### config.mk
export PLATFORM = sky130hd
export DESIGN_NAME = alu_arbiter
export DESIGN_NICKNAME = d
export VERILOG_FILES = /design/src/rtl/alu_arbiter.sv
export SDC_FILE = /design/constraint.sdc
export NUM_CORES = 1
export LEC_CHECK = 0
export CAP_MARGIN = 20
export CORE_MARGIN = 2
export CORE_UTILIZATION = 41
export CTS_BUF_LIST = sky130_fd_sc_hd__clkbuf_2 sky130_fd_sc_hd__clkbuf_4 sky130_fd_sc_hd__clkbuf_8
export DETAILED_ROUTE_END_ITERATION = 10
export HOLD_SLACK_MARGIN = 0.05
export PLACE_DENSITY = 0.86
export SLEW_MARGIN = 40
export SYNTH_ARGS = -nofsm -noshare
export SYNTH_HDL_FRONTEND = slang
export SYNTH_SLANG_ARGS = --single-unit
### constraint.sdc
create_clock -name clk -period 2.2 [get_ports clk]
set_input_delay 0.44 -clock clk [delete_from_list [all_inputs] [get_ports clk]]
set_output_delay 0.44 -clock clk [all_outputs]
set_load 0.05 [all_outputs]
### src/rtl/alu_arbiter.sv
// alu_arbiter: round-robin sharing of one 8-bit ALU between NREQ requesters with a programmable settle time.
module alu_arbiter #(
  parameter int NREQ = 4,
  parameter int ALU_WAIT = 1
) (
  input  logic              clk,
  input  logic              reset_n,
  input  logic [NREQ-1:0]   req_valid,
  output logic [NREQ-1:0]   req_ready,
  input  logic [3*NREQ-1:0] req_op,
  input  logic [8*NREQ-1:0] req_a,
  input  logic [8*NREQ-1:0] req_b,
  output logic [7:0]        alu_op1,
  output logic [7:0]        alu_op2,
  output logic [2:0]        alu_sel,
  input  logic [7:0]        alu_result,
  output logic              resp_valid,
  input  logic              resp_ready,
  output logic [7:0]        resp_data,
  output logic [2:0]        resp_id,
  output logic              busy
);
  typedef enum logic [1:0] {IDLE, EXEC, RESP} state_t;
  state_t state, next;
  logic [2:0] ptr, win, idx;
  logic [3:0] cnt;
  logic       any;
  logic [7:0] rv;
  logic [2:0] op_v [8];
  logic [7:0] a_v [8];
  logic [7:0] b_v [8];
  // Pad the request vectors to 8 entries so the winner index selects cleanly.
  for (genvar i = 0; i < 8; i++) begin : g_v
    if (i < NREQ) begin : g_r
      assign op_v[i] = req_op[3*i +: 3];
      assign a_v[i]  = req_a[8*i +: 8];
      assign b_v[i]  = req_b[8*i +: 8];
    end else begin : g_z
      assign op_v[i] = '0;
      assign a_v[i]  = '0;
      assign b_v[i]  = '0;
    end
  end
  assign rv = 8'(req_valid);
  // Scan from the far end back towards ptr so the nearest valid requester wins.
  always_comb begin
    win = '0;
    any = 1'b0;
    idx = '0;
    for (int k = NREQ - 1; k >= 0; k--) begin
      idx = 3'((int'(ptr) + k) % NREQ);
      if (rv[idx]) begin
        win = idx;
        any = 1'b1;
      end
    end
  end
  assign req_ready = (reset_n && state == IDLE && any) ? NREQ'(1) << win : '0;
  assign busy = (state != IDLE);
  always_comb begin
    next = (state == IDLE) ? (any ? EXEC : IDLE) :
           (state == EXEC) ? (cnt == 4'd1 ? RESP : EXEC) :
           (resp_ready ? IDLE : RESP);
  end
  always_ff @(posedge clk or negedge reset_n) begin
    if (!reset_n) begin
      state      <= IDLE;
      ptr        <= '0;
      cnt        <= '0;
      alu_op1    <= '0;
      alu_op2    <= '0;
      alu_sel    <= '0;
      resp_data  <= '0;
      resp_id    <= '0;
      resp_valid <= 1'b0;
    end else begin
      state <= next;
      if (state == IDLE && any) begin
        alu_sel <= op_v[win];
        alu_op1 <= a_v[win];
        alu_op2 <= b_v[win];
        resp_id <= win;
        cnt     <= 4'(ALU_WAIT);
      end
      if (state == EXEC) begin
        cnt <= cnt - 4'd1;
        if (cnt == 4'd1) begin
          resp_data  <= alu_result;
          resp_valid <= 1'b1;
        end
      end
      if (state == RESP && resp_ready) begin
        resp_valid <= 1'b0;
        ptr        <= (resp_id == 3'(NREQ - 1)) ? '0 : resp_id + 3'd1;
      end
    end
  end
endmodule

# Word-level counts from Yosys, hierarchy flattened
# Index checks and enable logic that the tools add are counted.
[word_totals] register_bits=39 input_bits=91 wordCells=79 out_inout_bits=36
[classes] shifts=1 n_lt_le_gt_ge=5 muxes=37 reduce_logical=14 bitwise_logic=4 n_eq_ne=4 addsub=5
[ops] operator="$bmux 8 s3" n=2
[ops] operator="$mux 8" n=4
[ops] operator="$mux 3" n=6
[ops] operator="$lt 3x4->1 const B" n=3
[ops] operator="$mux 1" n=12
[ops] operator="$mux 4" n=3
[ops] operator="$mux 2" n=5
[ops] operator="$bmux 1 s3" n=3
[ops] operator="$bmux 3 s3" n=1
[ops] operator="$reduce_bool 2->1" n=4
[ops] operator="$reduce_or 2->1" n=3
[ops] operator="$add 2x1->2 const B" n=2
[ops] operator="$add 2x2->2 const B" n=2
[ops] operator="$eq 4x1->1 const B" n=1
[ops] operator="$ge 4x4->1 const B" n=1
[ops] operator="$logic_and 1x1->1" n=4
[ops] operator="$lt 2x4->1 const B" n=1
[ops] operator="$not 3->4" n=1
[ops] operator="$reduce_and 2->1" n=2
[ops] operator="$shl 1x3->4 const A" n=1
[ops] operator="$sub 4x1->4 const B" n=1
[ops] operator="$and 1x1->1 const A" n=3
[ops] operator="$eq 3x2->1 const B" n=1
[ops] operator="$bmux 1 s2" n=1
[ops] operator="other kinds (3)" n=3

# Logic depth before layout (Yosys ltp)
# Gate-level depths: netlist (run 1).
[depth] ltp_word=13 depth_mapped=7

# Least setup slack after synthesis (run 1)
# Ideal clock, no wire load.
[synth_timing] path_type="input port to output port" from="in req_valid[0]" to="out req_ready[2]" t_required_ns=1.760 t_arrival_ns=2.025 path_slack_ns=-0.265 stages=5 cell_sequence="buf_2 -> nor2_1 -> a21oi_1 -> o22a_1 -> nor3_1"
[synth_between] elab_chain_len=8
[synth_lines] item="from (decl)" line_no="8" text="input logic [NREQ-1:0] req_valid,"
[synth_lines] item="$bmux 1 s3" line_no="52" text="if (rv[idx]) begin"
[synth_lines] item="$mux 1 (not written as such)" line_no="52"
[synth_lines] item="$mux 3 / $mux 1 (equally long branches) (4 in series)" line_no="52"
[synth_lines] item="$shl 1x3->4 / $logic_and 1x1->1 (equally long branches)" line_no="58" text="assign req_ready = (reset_n && state == IDLE && any) ? NREQ'(1) << win : '0;"
[synth_lines] item="$mux 4 (*)" line_no="58"
[synth_lines] item="to (decl)" line_no="9" text="output logic [NREQ-1:0] req_ready,"
# Every way passes the cells marked *; elsewhere a longest branch is shown, timed or not. The select of a mux whose other input is x is not followed.

# Worst setup path after layout (run 1)
[layout_timing] from="reg ptr[1]" to="out req_ready[0]"
[layout_between] elab_chain_len=11
[layout_lines] item="from (decl)" line_no="25" text="logic [2:0] ptr, win, idx;"
[layout_lines] item="from (signal assigned)" line_no="94" text="ptr <= (resp_id == 3'(NREQ - 1)) ? '0 : resp_id + 3'd1;"
[layout_lines] item="$add 2x2->2" line_no="51" text="idx = 3'((int'(ptr) + k) % NREQ);"
[layout_lines] item="$reduce_or 2->1 (no source line)"
[layout_lines] item="$and 1x1->1 (no source line)"
[layout_lines] item="$bmux 1 s3" line_no="52"
[layout_lines] item="$mux 1 (not written as such)" line_no="52"
[layout_lines] item="$mux 3 / $mux 1 (equally long branches) (4 in series)" line_no="52"
[layout_lines] item="$shl 1x3->4 / $logic_and 1x1->1 (equally long branches)" line_no="58"
[layout_lines] item="$mux 4 (*)" line_no="58"
# Marks and branches as above.

==> results_dict.tcl, run 1 <==
set metrics [dict create \
    core_um2 5608 \
    netlist_instances 237 \
    die_w_um 80.73 \
    grt_usage_pct 22.70 \
    setup_ws_ns 0.08276 \
    total_power_uw 5830 \
    grt_start_max_net_pins 23 \
    cellPowerDensity_nw_per_um2 1442 \
    wl_mm 7.224 \
    drt_pass1_iterations 4 \
    clock_skew_ns 0.01093 \
    antenna_found_initial 0 \
    ir_drop_uv 831.2 \
    worstPathMaxFanout 11 \
    final_util_pct 72.09 \
    cts_max_level 2 \
    cts_tree "built" \
    ctsHoldBuffers 0 \
    synthesis.area_um2 2414 \
    slew_violations 0 \
    mostFrequentLayoutCells "clkdlybuf4s50_1, dfrtp_1, nor2_1" \
    finalSetupViolations 0 \
    place_ws_ns -0.1368 \
    clkTransAtPathRegs_ns 0.08 \
    cts_root_buf "clkbuf_8" \
    clock_sinks 38 \
    hold_path_class "input port to async pin" \
    slew_headroom_pct 64.34 \
    ys_seq_elements 38 \
    start_kind "flip-flop" \
    fmax_ghz 0.4723 \
    start_util_pct 43.04 \
    final_hold_viol_count 0 \
    final_cells 442 \
    ys.flop_type "dfrtp_1" \
    arrival_ns 1.68 \
    die_h_um 80.73 \
    overflow 0 \
    num_rows 27 \
    drc 0 \
    die_area_um2 6517 \
    layout_commonest_cell "clkdlybuf4s50_1" \
    port_buffers 125 \
    ant_nets 0 \
    fin_tns_setup_ns 0 \
    dr.first_iter.drc_count 130 \
    min_period_over_period_pct 96.24 \
    yosysWarnings 0 \
    critPathKind "flip-flop to primary output" \
    grt_setup_unrepaired "no" \
    worstPathRequired_ns 1.76 \
    num_io_pins 127 \
    drv_cap 0 \
    min_period_ns 2.117 \
    viasPerCell 5.523 \
    yosysSeqAreaShare_pct 39.40 \
    numCtsBuffers 5 \
    synthToLayoutAreaGrowth_pct 67.50 \
    postCtsSetupBuffers 0 \
    worst_slew_pin_slew_ns 0.5332 \
    wl_per_cell_um 16.34 \
    diodes 0 \
    globalplace.congestion 0.8676 \
    placed_cells 434 \
    num-nets-final 463 \
    cts-root-to-sink-buffers 2 \
    dpl.hpwl_mm 5.676 \
    vias 2441 \
    drive_gt1_share_pct 18.65 \
    syn_area_per_cell_um2 10.18 \
    cp-end-kind "primary output" \
    grt_pass1_wl_mm 11.44 \
    synth_nets 331 \
    power_leakage_uw 0.001674 \
    insertion_delay_ns 0.29 \
    synth_edf_count 0 \
    grt_pass1_vias 2391 \
    async_reset_ff_share_pct 100.0 \
    synth.distinct_cells 38 \
    outcome "finished, final reports clean" \
]
-- report_power, final --
part           switching (µW)  internal, µW  total [µW]
combinational            2210          1570        3780
sequential                291          1050        1340
clock                     258           454         712
total                    2760          3070        5830
-- per-stage QoR --
step / hold slack (ns) / area [µm²]
after detailed placement: 0.4855 / 3908
after global routing: 0.2130 / 4043
final: 0.1987 / 4043
after CTS: 0.2043 / 4040
after global placement: 0.4643 / 3908
after floorplan: 0.1444 / 2426
-- critical path, cell delays in order, from the launching register on --
cell	delay, ns
dfrtp_2	0.49
and4b_1	0.23
a211o_1	0.28
and3_1	0.23
buf_12	0.16
-- state kept, by name, summed over array words and instances, names as in the netlist --
name,cells
alu_op1,8
alu_op2,8
resp_data,8
cnt,4
alu_sel,3
ptr,2
resp_id,2
state,2
resp_valid,1
-- cells in the mapped netlist, types with 3 or more instances --
cell type | instances | area, µm²
o22ai_1 | 20 | 125.1
nand2_1 | 11 | 41.29
nor2b_1 | 3 | 18.77
nor3_1 | 4 | 20.02
mux2_2 | 9 | 101.4
a21oi_1 | 6 | 30.03
dfrtp_1 | 38 | 950.9
a221oi_1 | 5 | 43.79
mux2i_1 | 22 | 220.2
buf_4 | 4 | 30.03
buf_2 | 9 | 45.04
clkbuf_1 | 5 | 18.77
a221oi_2 | 14 | 210.2
inv_1 | 6 | 22.52
o21ai_0 | 5 | 25.02
buf_6 | 6 | 67.56
o211ai_1 | 19 | 142.6
ha_1 | 3 | 37.54
nor2_1 | 26 | 97.59
-- layer usage --
layer	routed length, µm	vias to the layer above	share of wire (%)	global-route usage, %
met5	0	-	0	0
met3	597	8	8.3	3.820
met4	100	0	1.4	6.271
met1	2919	1156	40	28.42
met2	3607	105	50	40.33
li1	-	1172	-	-
-- logic make-up after synthesis --
| family | after synthesis | synth area share [%] |
|---|---|---|
| flops | 38 | 39.40 |
| simple gates | 56 | 10.78 |
| buf+inv | 30 | 7.620 |
| fa+ha+maj | 3 | 1.555 |
| other cells | 1 | 0.1554 |
| compound gates | 78 | 27.16 |
| mux | 31 | 13.32 |
-- worst paths after layout --
kind                       startpoint  cells after the start  slack [ns]           end
hold / removal                reset_n                      2        0.20    alu_op1[5]
setup reg to reg               ptr[1]                      5        0.38    alu_sel[0]
hold reg to reg                cnt[3]                      1        0.49        cnt[3]
setup / recovery               ptr[1]                      4        0.08  req_ready[0]
min in group clk               cnt[3]                      1        0.49        cnt[3]
max in group asynchronous     reset_n                      2        1.77        ptr[1]
-- cell type report --
| cell class | instances | area, µm² |
|---|---|---|
| Clock buffer | 5 | 68.82 |
| Clock inverter | 3 | 68.82 |
| Fill cell | 430 | 1565 |
| Inverter | 6 | 22.52 |
| Multi-Input combinational cell | 169 | 1318 |
| Sequential cell | 38 | 953.4 |
| Tap cell | 72 | 90.09 |
| Timing Repair Buffer | 149 | 1521 |
-- repair_timing --
action                                  in CTS  in global routing
gates cloned                                 0                  0
pin swaps                                    0                  0
resized for setup                            4                  3
hold endpoints to repair                     0                  0
endpoints found under the setup margin       4                  4
(Power assumes the default switching activity.)
==> run 2: changes to the inputs <==
==> constraint.sdc (replaced) <==
create_clock -name clk -period 2.25 [get_ports clk]
set_input_delay 0.45 -clock clk [delete_from_list [all_inputs] [get_ports clk]]
set_output_delay 0.45 -clock clk [all_outputs]
set_load 0.05 [all_outputs]
==> run 2 against run 1 <==
  * Die area is the same
  * Utilization shrank 1.4 points
  * Design area down 1.9%
  * Power decreased by 5.3%
  * Sequential cell count unchanged
  * Sequential power is essentially flat
  * Critical path type unchanged
  * Critical endpoint is now req_ready[3]
==> results_dict.tcl, run 2 (same netlist as run 1, synthesis figures left out) <==
set metrics [dict create \
    diodes 0 \
    port_buffers 125 \
    die_area_um2 6517 \
    cts-root-to-sink-buffers 2 \
    clock_sinks 38 \
    critPathKind "flip-flop to primary output" \
    reg.largest.list "alu_op1 x8, alu_op2 x8, resp_data x8" \
    worstPathRequired_ns 1.80 \
    final_util_pct 70.68 \
    placed_cells 429 \
    hold_path_class "flip-flop to flip-flop" \
    arrival_ns 1.73 \
    clkTransAtPathRegs_ns 0.08 \
    slew_headroom_pct 61.98 \
    net-switching-power_uw 2721 \
    cts_max_level 2 \
    num-nets-final 459 \
    ant_nets 0 \
    numCtsBuffers 5 \
    layout_commonest_cell "clkdlybuf4s50_1" \
    overflow 0 \
    cellPowerDensity_nw_per_um2 1392 \
    num_io_pins 127 \
    cts_tree "built" \
    synthToLayoutAreaGrowth_pct 64.23 \
    vias 2481 \
    final_hold_viol_count 0 \
    clkPwrFrac_pct 10.4 \
    cts_root_buf "clkbuf_8" \
    slew_violations 0 \
    grt_setup_unrepaired "no" \
    viasPerCell 5.664 \
    fill_cells 432 \
    outcome "finished, final reports clean" \
    grt_usage_pct 24.46 \
    grt_pass1_vias 2544 \
    grt_pass1_wl_mm 12.18 \
    power_leakage_uw 0.001634 \
    cp-end-kind "primary output" \
    start_util_pct 43.04 \
    core_um2 5608 \
    p_int_uw 2798 \
    min_period_ns 2.175 \
    p_seq_share_pct 23.8 \
    insertion_delay_ns 0.29 \
    finalSetupViolations 0 \
    postCtsSetupBuffers 0 \
    drive_gt1_share_pct 17.49 \
    final_cells 438 \
    wl_mm 7.851 \
    crit_slowest_cell "dfrtp_1" \
    drv_cap 0 \
    slowest_delay_ns 0.44 \
    ir_drop_uv 837.7 \
    dr.first_iter.drc_count 186 \
    globalplace.congestion 0.8242 \
    worst_slew_pin_slew_ns 0.5686 \
    min_period_over_period_pct 96.67 \
    sw_frac_of_total_pct 49.30 \
    total_power_uw 5519 \
    start_kind "flip-flop" \
    clock_skew_ns 0.006359 \
    die_h_um 80.73 \
    p_comb_share_pct 65.9 \
    grt_start_max_net_pins 32 \
    dpl.hpwl_mm 5.686 \
    fmax_ghz 0.4597 \
    drt_pass1_iterations 4 \
    num_rows 27 \
    antenna_found_initial 0 \
    worstPathMaxFanout 5 \
    crit_chain "or2_0 > nor2_4 > nand2_1 > nor2_2 > buf_12" \
    mostFrequentLayoutCells "clkdlybuf4s50_1, dfrtp_1, nor2_1" \
    die_w_um 80.73 \
    wl_per_cell_um 17.92 \
    drc 0 \
]
-- run 2: final timing paths --
check,start,slack [ns],endpoint,cells past startpoint
worst max-delay path,state[1],0.07,req_ready[3],5
worst min-delay path,cnt[3],0.48,cnt[3],1
worst max register to register,ptr[0],0.41,alu_sel[1],5
worst min register to register,cnt[3],0.48,cnt[3],1
max in group asynchronous,reset_n,1.03,ptr[1],3
min in group asynchronous,reset_n,0.56,alu_op1[0],2
-- run 2: metrics by stage --
| stage | worst slack (ns) | area, µm² | hold slack, ns | TNS, ns |
|---|---|---|---|---|
| floorplan | 0.02213 | 2421 | 0.1544 | 0 |
| global placement | -0.1089 | 3840 | 0.3446 | -0.3299 |
| detailed placement | -0.09355 | 3840 | 0.3451 | -0.7264 |
| CTS | 0.04522 | 3960 | 0.4820 | 0 |
| global route | 0.002295 | 3964 | 0.5139 | 0 |
| finish | 0.07487 | 3964 | 0.4796 | 0 |
-- run 2: power groups by stage --
| stage | clock, µW | combinational (µW) | sequential (µW) |
|---|---|---|---|
| floorplan | 0 | 1600 | 2150 |
| global placement | 0 | 3530 | 1290 |
| detailed placement | 0 | 3630 | 1310 |
| CTS | 579 | 3650 | 1310 |
| global route | 613 | 3850 | 1360 |
| finish | 571 | 3630 | 1310 |
-- run 2: area by class of cell --
cell class | instances | area (µm²) | area share, %
clock inverters | 3 | 40.04 | 1.010
repair buffers | 145 | 1471 | 37.12
well taps | 72 | 90.09 | 2.273
clock buffers | 5 | 68.82 | 1.736
inverters | 6 | 22.52 | 0.5682
multi-input cells | 169 | 1319 | 33.27
flip-flops and latches | 38 | 952.2 | 24.02
-- run 2: worst max-delay path, delay by kind of cell (launching register included) --
kind | cells | cell delay, ns
flip-flops | 1 | 0.44
buffers and inverters | 1 | 0.15
AND/OR/NAND/NOR | 4 | 0.83
-- run 2: layer usage --
layer,wire length [µm],share of wire (%),track usage [%]
met5,0,0,0
met1,3022,38,26.71
met3,537,6.8,5.843
met4,144,1.8,7.627
met2,4146,53,46.33
-- run 2: timing repair --
action                     4_1_cts  5_1_grt
setup endpoints to repair        4        4
gates resized for setup          5        2
hold endpoints to repair         7        0
hold buffers                     1        0
